`src/rtl/io_pkg.sv`:
```
// rtl/io_pkg.sv - shared state type and 7-segment constants for io_responder
package io_pkg;

    typedef enum logic [1:0] {
        IDLE         = 2'd0,
        WAIT_PRESS   = 2'd1,
        WAIT_RELEASE = 2'd2
    } io_state_t;

    // Active-low segments, bit order gfedcba
    localparam logic [6:0] SEG_DASH = 7'b0111111;
    localparam logic [6:0] SEG_DIGIT [0:9] = '{
        7'b1000000, 7'b1111001, 7'b0100100, 7'b0110000, 7'b0011001,
        7'b0010010, 7'b0000010, 7'b1111000, 7'b0000000, 7'b0010000
    };

    localparam int MAX_DEC = 9999;

    function automatic logic [6:0] seg_encode(input logic [3:0] bcd);
        return (bcd <= 4'd9) ? SEG_DIGIT[bcd] : SEG_DASH;
    endfunction

endpackage

```
`src/rtl/io_responder_if.sv`:
```
// rtl/io_responder_if.sv - CPU-side inop/outop/await request bus
interface io_responder_if;
    logic        clk_state;
    logic        inop;
    logic        outop;
    logic [31:0] dm;
    logic [31:0] du;
    logic        await;

    modport master (output clk_state, inop, outop, dm, input du, await);
    modport slave  (input clk_state, inop, outop, dm, output du, await);
endinterface

```
`src/rtl/io_bcd_conv.sv`:
```
// rtl/io_bcd_conv.sv - sequential double-dabble binary to 4-digit BCD converter
module io_bcd_conv #(
    parameter int W = 14
) (
    input  logic         clk,
    input  logic         resetn,
    input  logic         start,
    input  logic [W-1:0] value,
    output logic         busy,
    output logic         done,
    output logic [15:0]  bcd
);
    localparam int CW = $clog2(W + 1);

    logic [W-1:0]  shreg;
    logic [15:0]   acc;
    logic [15:0]   adj;
    logic [CW-1:0] cnt;

    always_comb begin
        adj = acc;
        for (int d = 0; d < 4; d++) begin
            if (acc[d*4 +: 4] >= 4'd5) begin
                adj[d*4 +: 4] = acc[d*4 +: 4] + 4'd3;
            end
        end
    end

    // A start while busy simply reloads, abandoning the old value
    always_ff @(posedge clk) begin
        if (!resetn) begin
            busy  <= 1'b0;
            done  <= 1'b0;
            shreg <= '0;
            acc   <= '0;
            cnt   <= '0;
            bcd   <= '0;
        end else begin
            done <= 1'b0;
            if (start) begin
                shreg <= value;
                acc   <= '0;
                cnt   <= CW'(W);
                busy  <= 1'b1;
            end else if (busy) begin
                {acc, shreg} <= {adj[14:0], shreg, 1'b0};
                cnt          <= cnt - CW'(1);
                if (cnt == CW'(1)) begin
                    busy <= 1'b0;
                    done <= 1'b1;
                    bcd  <= {adj[14:0], shreg[W-1]};
                end
            end
        end
    end
endmodule

```
`src/rtl/io_responder.sv`:
```
// rtl/io_responder.sv - device side of the CPU inop/outop/await protocol
// Optional: define IO_ECHO_EN to also show a captured input value on the display.
module io_responder
    import io_pkg::*;
#(
    parameter logic [15:0] DEBOUNCE_CYCLES = 16'd50000,
    parameter int          SW_W            = 14
) (
    input  logic            clk,
    input  logic            bt_reset,
    io_responder_if.slave   cpu,
    input  logic            bt_n,
    input  logic [SW_W-1:0] in,
    output logic [27:0]     display
);
    logic [1:0]      bt_sync;
    logic [1:0]      cs_sync;
    logic            cs_prev;
    logic            step;
    logic            bt_level;
    logic [15:0]     deb_cnt;
    logic            press;
    io_state_t       state;
    logic            served;
    logic            conv_start;
    logic [SW_W-1:0] conv_value;
    logic [SW_W-1:0] conv_latched;
    logic            conv_busy;
    logic            conv_done;
    logic [15:0]     conv_bcd;
    logic            unused_sig;

    assign unused_sig = &{1'b0, conv_busy, cpu.dm[31:SW_W]};

    always_ff @(posedge clk) begin
        if (!bt_reset) begin
            bt_sync <= 2'b11;
            cs_sync <= 2'b00;
            cs_prev <= 1'b0;
        end else begin
            bt_sync <= {bt_sync[0], bt_n};
            cs_sync <= {cs_sync[0], cpu.clk_state};
            cs_prev <= cs_sync[1];
        end
    end

    assign step = cs_sync[1] & ~cs_prev;

    // bt_level: 1 = released; press pulses once when a debounced press is accepted
    always_ff @(posedge clk) begin
        if (!bt_reset) begin
            deb_cnt  <= '0;
            bt_level <= 1'b1;
            press    <= 1'b0;
        end else begin
            press <= 1'b0;
            if (bt_sync[1] == bt_level) begin
                deb_cnt <= '0;
            end else if (deb_cnt + 16'd1 >= DEBOUNCE_CYCLES) begin
                deb_cnt  <= '0;
                bt_level <= bt_sync[1];
                press    <= ~bt_sync[1];
            end else begin
                deb_cnt <= deb_cnt + 16'd1;
            end
        end
    end

    assign cpu.await = (state == IDLE && cpu.inop && !served)
                     || (state == WAIT_PRESS)
                     || (state == WAIT_RELEASE);

    // served stays set until the CPU advances, so a held request is serviced once
    always_ff @(posedge clk) begin
        if (!bt_reset) begin
            state  <= IDLE;
            served <= 1'b0;
            cpu.du <= '0;
        end else begin
            if (step) begin
                served <= 1'b0;
            end
            case (state)
                IDLE: begin
                    if (cpu.inop && !served) begin
                        state <= WAIT_PRESS;
                    end else if (cpu.outop && !served) begin
                        served <= 1'b1;
                    end
                end
                WAIT_PRESS: begin
                    if (press) begin
                        cpu.du <= 32'(in);
                        state  <= WAIT_RELEASE;
                    end
                end
                WAIT_RELEASE: begin
                    if (bt_level) begin
                        served <= 1'b1;
                        state  <= IDLE;
                    end
                end
                default: state <= IDLE;
            endcase
        end
    end

    always_comb begin
        conv_start = 1'b0;
        conv_value = cpu.dm[SW_W-1:0];
        if (state == IDLE && !cpu.inop && cpu.outop && !served) begin
            conv_start = 1'b1;
        end
`ifdef IO_ECHO_EN
        if (state == WAIT_PRESS && press) begin
            conv_start = 1'b1;
            conv_value = in;
        end
`endif
    end

    io_bcd_conv #(.W(SW_W)) u_conv (
        .clk    (clk),
        .resetn (bt_reset),
        .start  (conv_start),
        .value  (conv_value),
        .busy   (conv_busy),
        .done   (conv_done),
        .bcd    (conv_bcd)
    );

    // All four digits change together when a conversion completes
    always_ff @(posedge clk) begin
        if (!bt_reset) begin
            conv_latched <= '0;
            display      <= {4{SEG_DIGIT[0]}};
        end else begin
            if (conv_start) begin
                conv_latched <= conv_value;
            end
            if (conv_done) begin
                if (32'(conv_latched) > 32'(MAX_DEC)) begin
                    display <= {4{SEG_DASH}};
                end else begin
                    display <= {seg_encode(conv_bcd[15:12]), seg_encode(conv_bcd[11:8]),
                                seg_encode(conv_bcd[7:4]),   seg_encode(conv_bcd[3:0])};
                end
            end
        end
    end
endmodule

```
`src/flat_wrapper.sv`:
```
// flat-port wrapper written by rule: the top's interface ports become plain ports
module io_responder_flat import io_pkg::*;
#(
    parameter logic [15:0] DEBOUNCE_CYCLES = 16'd50000,
    parameter int          SW_W            = 14
)
  (clk, bt_reset, bt_n, in, display, cpu_clk_state, cpu_inop, cpu_outop, cpu_dm, cpu_du, cpu_await);
  io_responder_if cpu_i ();
  input  logic clk;
  input  logic bt_reset;
  input  logic bt_n;
  input  logic [SW_W-1:0] in;
  output logic [27:0] display;
  input wire logic [$bits(cpu_i.clk_state)-1:0] cpu_clk_state;
  input wire logic [$bits(cpu_i.inop)-1:0] cpu_inop;
  input wire logic [$bits(cpu_i.outop)-1:0] cpu_outop;
  input wire logic [$bits(cpu_i.dm)-1:0] cpu_dm;
  output wire logic [$bits(cpu_i.du)-1:0] cpu_du;
  output wire logic [$bits(cpu_i.await)-1:0] cpu_await;
  assign cpu_i.clk_state = cpu_clk_state;
  assign cpu_i.inop = cpu_inop;
  assign cpu_i.outop = cpu_outop;
  assign cpu_i.dm = cpu_dm;
  assign cpu_du = cpu_i.du;
  assign cpu_await = cpu_i.await;
  io_responder #(.DEBOUNCE_CYCLES(DEBOUNCE_CYCLES), .SW_W(SW_W)) u_core (.clk(clk), .bt_reset(bt_reset), .cpu(cpu_i), .bt_n(bt_n), .in(in), .display(display));
endmodule
```
`config.mk`:
```
export PLATFORM = sky130hd
export DESIGN_NAME = io_responder_flat
export DESIGN_NICKNAME = d
export VERILOG_FILES = /design/src/rtl/io_pkg.sv /design/src/rtl/io_responder_if.sv /design/src/rtl/io_bcd_conv.sv /design/src/rtl/io_responder.sv /design/src/flat_wrapper.sv
export SDC_FILE = /design/constraint.sdc
export NUM_CORES = 1
export LEC_CHECK = 0
export CAP_MARGIN = 20
export CORE_MARGIN = 5
export CORE_UTILIZATION = 50
export DETAILED_ROUTE_END_ITERATION = 10
export GPL_TIMING_DRIVEN = 0
export PLACE_DENSITY_LB_ADDON = 0.2
export RECOVER_POWER = 100
export SETUP_SLACK_MARGIN = 0.4
export SLEW_MARGIN = 15
export SYNTH_ARGS = -nofsm -noshare
export SYNTH_HDL_FRONTEND = slang
export SYNTH_SLANG_ARGS = --single-unit
```
`constraint.sdc`:
```
create_clock -name clk -period 4.26 [get_ports clk]
set_clock_uncertainty 0.2 [all_clocks]
set_input_delay 0.639 -clock clk [delete_from_list [all_inputs] [get_ports clk]]
set_output_delay 0.639 -clock clk [all_outputs]
set_load 0.02 [all_outputs]
```
==> metrics.txt <==
Port Buffer Count=76; DRC errors left=0; Hold Crit Depth=1; setup_tns=0 ps; Die Height=122.8 um; share of cells above drive strength 1=0.08216; Post-DP Area=7397 um^2; CTS tree=built; root buffer cell=clkbuf_16; Clock Sinks=130; HPWL after DPL=10.82 mm; highest cell delay on the worst timing path=700 ps; Net Sw Frac=0.2209; Syn Area/Cell=8.733 um^2; Final Instance Count excl. Fillers=1,024; core area=12,570 um^2; Fill cells=1,129; Top delay family on crit path=buffers and inverters; clk_lat worst skew=420 ps; Top-Level Pins=113; fin crit period=3075 ps; max cap viols=0; Leak=0.003077 uW; startpoint types=input pin; Wirelength per Cell=14.36 um; WL final=14.70 mm; critical path cell sequence=dlygate4sd3_1, nor2b_1, nor3_1, a21oi_1, dlygate4sd3_1; register area share after synthesis=0.4094; Reg power frac=0.451; Crit Reg-Reg Startpoint=u_core.deb_cnt[0]$_SDFF_PP0_; internal power=2176 uW; Worst VDD drop=0.0002947 V; Reg2Reg Depth=8; reg-to-reg endpoint=u_core.deb_cnt[10]$_SDFF_PP0_; pwr/cell area=354.2 nW/um^2; full die area=15,070 um^2; RSZ-0062 raised after global routing=false; Req. time, crit path=3420 ps; CTS Hold Buffers Added=0; Fmax=325.2 MHz; WS Path Type=input pin to output port; Routed Antenna Nets=0; normalized max-slew margin=0.07937; Layout Nets=924; Synth-to-Final Area Change=24.01%; Syn Inst Count=728; Initial DRC Count=301; initial antenna violation count=0; NetSw=616.8 uW; Total Routing Usage GR=0.2069; largest net degree at the start of global routing=17; placer congestion estimate=0.8616; Worst Hold Class=register to register; most used cell, CP=dlygate4sd3_1; CP arrival=2240 ps; first-pass GRT wire length=24.70 mm; Worst path slowest cell=dlygate4sd3_1; final core utilization=0.6273; unique cell type count in the Yosys netlist=53; Worst Path Buf+Inv=2; drt via density=5.246; run status=finished, final reports clean; Starting Density=0.5058; Detailed Routing Iterations Pass 1=4; Comb pwr share=0.071; Synth Register Bits=130; setup ws final=1185 ps; GRT overflow=0; CP max FO=2; Crit. End Element=output port; Post-CTS Setup Bufs=0; flop-to-flop setup slack=1250 ps; n_diodes=0; worst hold path endpoint=u_core.bt_sync[1]$_SDFF_PN1_; Synthesis Warnings=0; Via Count=5,372; number of setup violations in the final report=0; number of CTS-inserted buffers=17; vias in the first global route=5,379; Die X-Extent=122.8 um; Post-CTS Resized=0; CTS clock-pin slew for the worst setup and hold paths=50 ps; Post-Synthesis Cell Area=6357 um^2; cell area after layout=7884 um^2; worst slew pin tran=1368 ps; final hold violation count=0; max-slew violations=0; Clock Power Share=0.478; clock buffer depth=2; final period utilization=0.7219; Place WS=1323 ps; std cell rows=41; H-tree lvl count=4; Hold Startpoint=u_core.bt_sync[0]$_SDFF_PN1_; Placed Cells=993
## registers in the layout, indices dropped and copies added, names as in the netlist
| signal | cells |
|---|---|
| u_core.bt_level | 1 |
| u_core.bt_sync | 2 |
| u_core.conv_latched | 10 |
| u_core.cpu.du | 14 |
| u_core.cs_prev | 1 |
| u_core.cs_sync | 2 |
| u_core.deb_cnt | 16 |
| u_core.display | 28 |
| u_core.press | 1 |
| u_core.served | 1 |
| u_core.state | 2 |
| u_core.u_conv.acc | 16 |
| u_core.u_conv.bcd | 16 |
| u_core.u_conv.busy | 1 |
| u_core.u_conv.cnt | 4 |
| u_core.u_conv.done | 1 |
| u_core.u_conv.shreg | 14 |
## metrics by stage
| stage | hold WS (ps) | total power (uW) |
|---|---|---|
| 5_1_grt | 244.6 | 2898 |
| 6_report | 218.8 | 2793 |
| 3_5_place_dp | 198.7 | 1485 |
| 3_3_place_gp | 194.1 | 1478 |
| 4_1_cts | 216.8 | 2816 |
| 2_1_floorplan | 186.3 | 1413 |
## worst reg2reg max path, cell delays in order (launching register included)
cell and delay [ps]:
dfxtp_1 480, ha_1 310, nand3_1 260, nor2_1 290, nand3b_1 110, a32oi_1 250, o21a_1 300, clkbuf_1 550
nor3_1 110
## layout make-up
class,count,area [um^2],share of cell area
Clock buffer,26,489.2,0.06205
Tap cell,172,215.2,0.02730
Clock inverter,5,52.55,0.006666
Timing Repair Buffer,76,760.7,0.09649
Buffer,58,297.8,0.03777
Multi-Input combinational cell,532,3372,0.4277
Inverter,25,93.84,0.01190
Sequential cell,130,2603,0.3301
## cells in the mapped netlist (all sizes together)
library cell    n  area (um^2)
nand3          16        90.09
buf            29        207.7
clkbuf         29        108.9
and2           17        106.4
o211ai          2        15.01
nor4b           1        8.760
o21ai          50        250.2
nand2         108        405.4
nand4b          1        8.760
a21boi         40        300.3
a21oi          39        195.2
xnor2          17        148.9
nor3           20        160.2
or4             1        7.510
o21a            4        31.28
o22ai           1        6.260
nand3b          2        15.01
nor4            3        33.78
nor3b           7        52.55
a211oi          6        45.04
nor2b           1        6.260
inv            25        93.84
a21bo           1        10.01
conb            1        3.750
o311ai          4        35.03
and4b           1        10.01
o21bai          2        15.01
nor2           48        180.2
nand2b         22        137.6
nor4bb          1        10.01
xor2            7        61.31
a32oi           1        8.760
o221a           8        90.09
nand4           3        33.78
and3b           1        8.760
a2111oi         1        15.01
o211a          10        100.1
or2             3        18.77
and3            3        18.77
mux2i          30        300.3
dfxtp         130         2603
ha             32        400.4
## how the worst max path moves through the flow
stage	cells past startpoint	start	slack, ps	to
5_1_grt	7	cpu_inop	870	u_core.u_conv.shreg[13]$_SDFFE_PN0P_
4_1_cts	5	cpu_inop	1320	cpu_await
2_1_floorplan	7	cpu_inop	2020	u_core.u_conv.bcd[11]$_SDFFE_PN0P_
3_5_place_dp	5	cpu_inop	1320	cpu_await
6_report	5	cpu_inop	1180	cpu_await
3_3_place_gp	5	cpu_inop	1350	cpu_await
## metal layers
layer | wire length, um | up-vias | track usage
li1 | - | 2680 | -
met5 | 0 | - | 0
met3 | 678 | 28 | 0.04977
met2 | 7258 | 128 | 0.3628
met1 | 6462 | 2536 | 0.2415
met4 | 301 | 0 | 0.08397
## cells by family (layout without fill, tap and decap cells)
family	Yosys count	in the layout	synth area share
adder cells (fa/ha/maj)	32	32	0.06298
other	1	18	0.0005899
multiplexers	30	30	0.04724
buffers and inverters	83	190	0.06455
AO/OA/AOI/OAI	169	169	0.1758
flip-flops	130	130	0.4094
XOR/XNOR	24	24	0.03306
AND/OR/NAND/NOR	259	259	0.2065
## power groups by stage
stage                     combinational (uW)  clock, uW  sequential [uW]
final                                    197       1340             1260
after global routing                     220       1420             1260
after CTS                                202       1360             1260
after detailed placement                 200          0             1280
after global placement                   194          0             1280
after floorplan                          131          0             1280
## cell usage in the layout (no fill, tap or decap), drive strengths merged, types with 2 or more instances in the layout
cell             n
and2            17
xor2             7
o311ai           4
nand4            3
or2              3
a21boi          40
o211a           10
o21ai           50
dlygate4sd3     45
buf             23
o211ai           2
clkdlybuf4s50   31
nor2            48
nand2b          22
nand2          108
clkinv           3
conb            18
o21a             4
o21bai           2
o221a            8
nor4             3
nand3           16
mux2i           30
nor3            20
inv             25
and3             3
nor3b            7
ha              32
xnor2           17
nand3b           2
clkbuf          61
dfxtp          130
a211oi           6
a21oi           39
No activity file was read; power rests on OpenSTA's default activity.
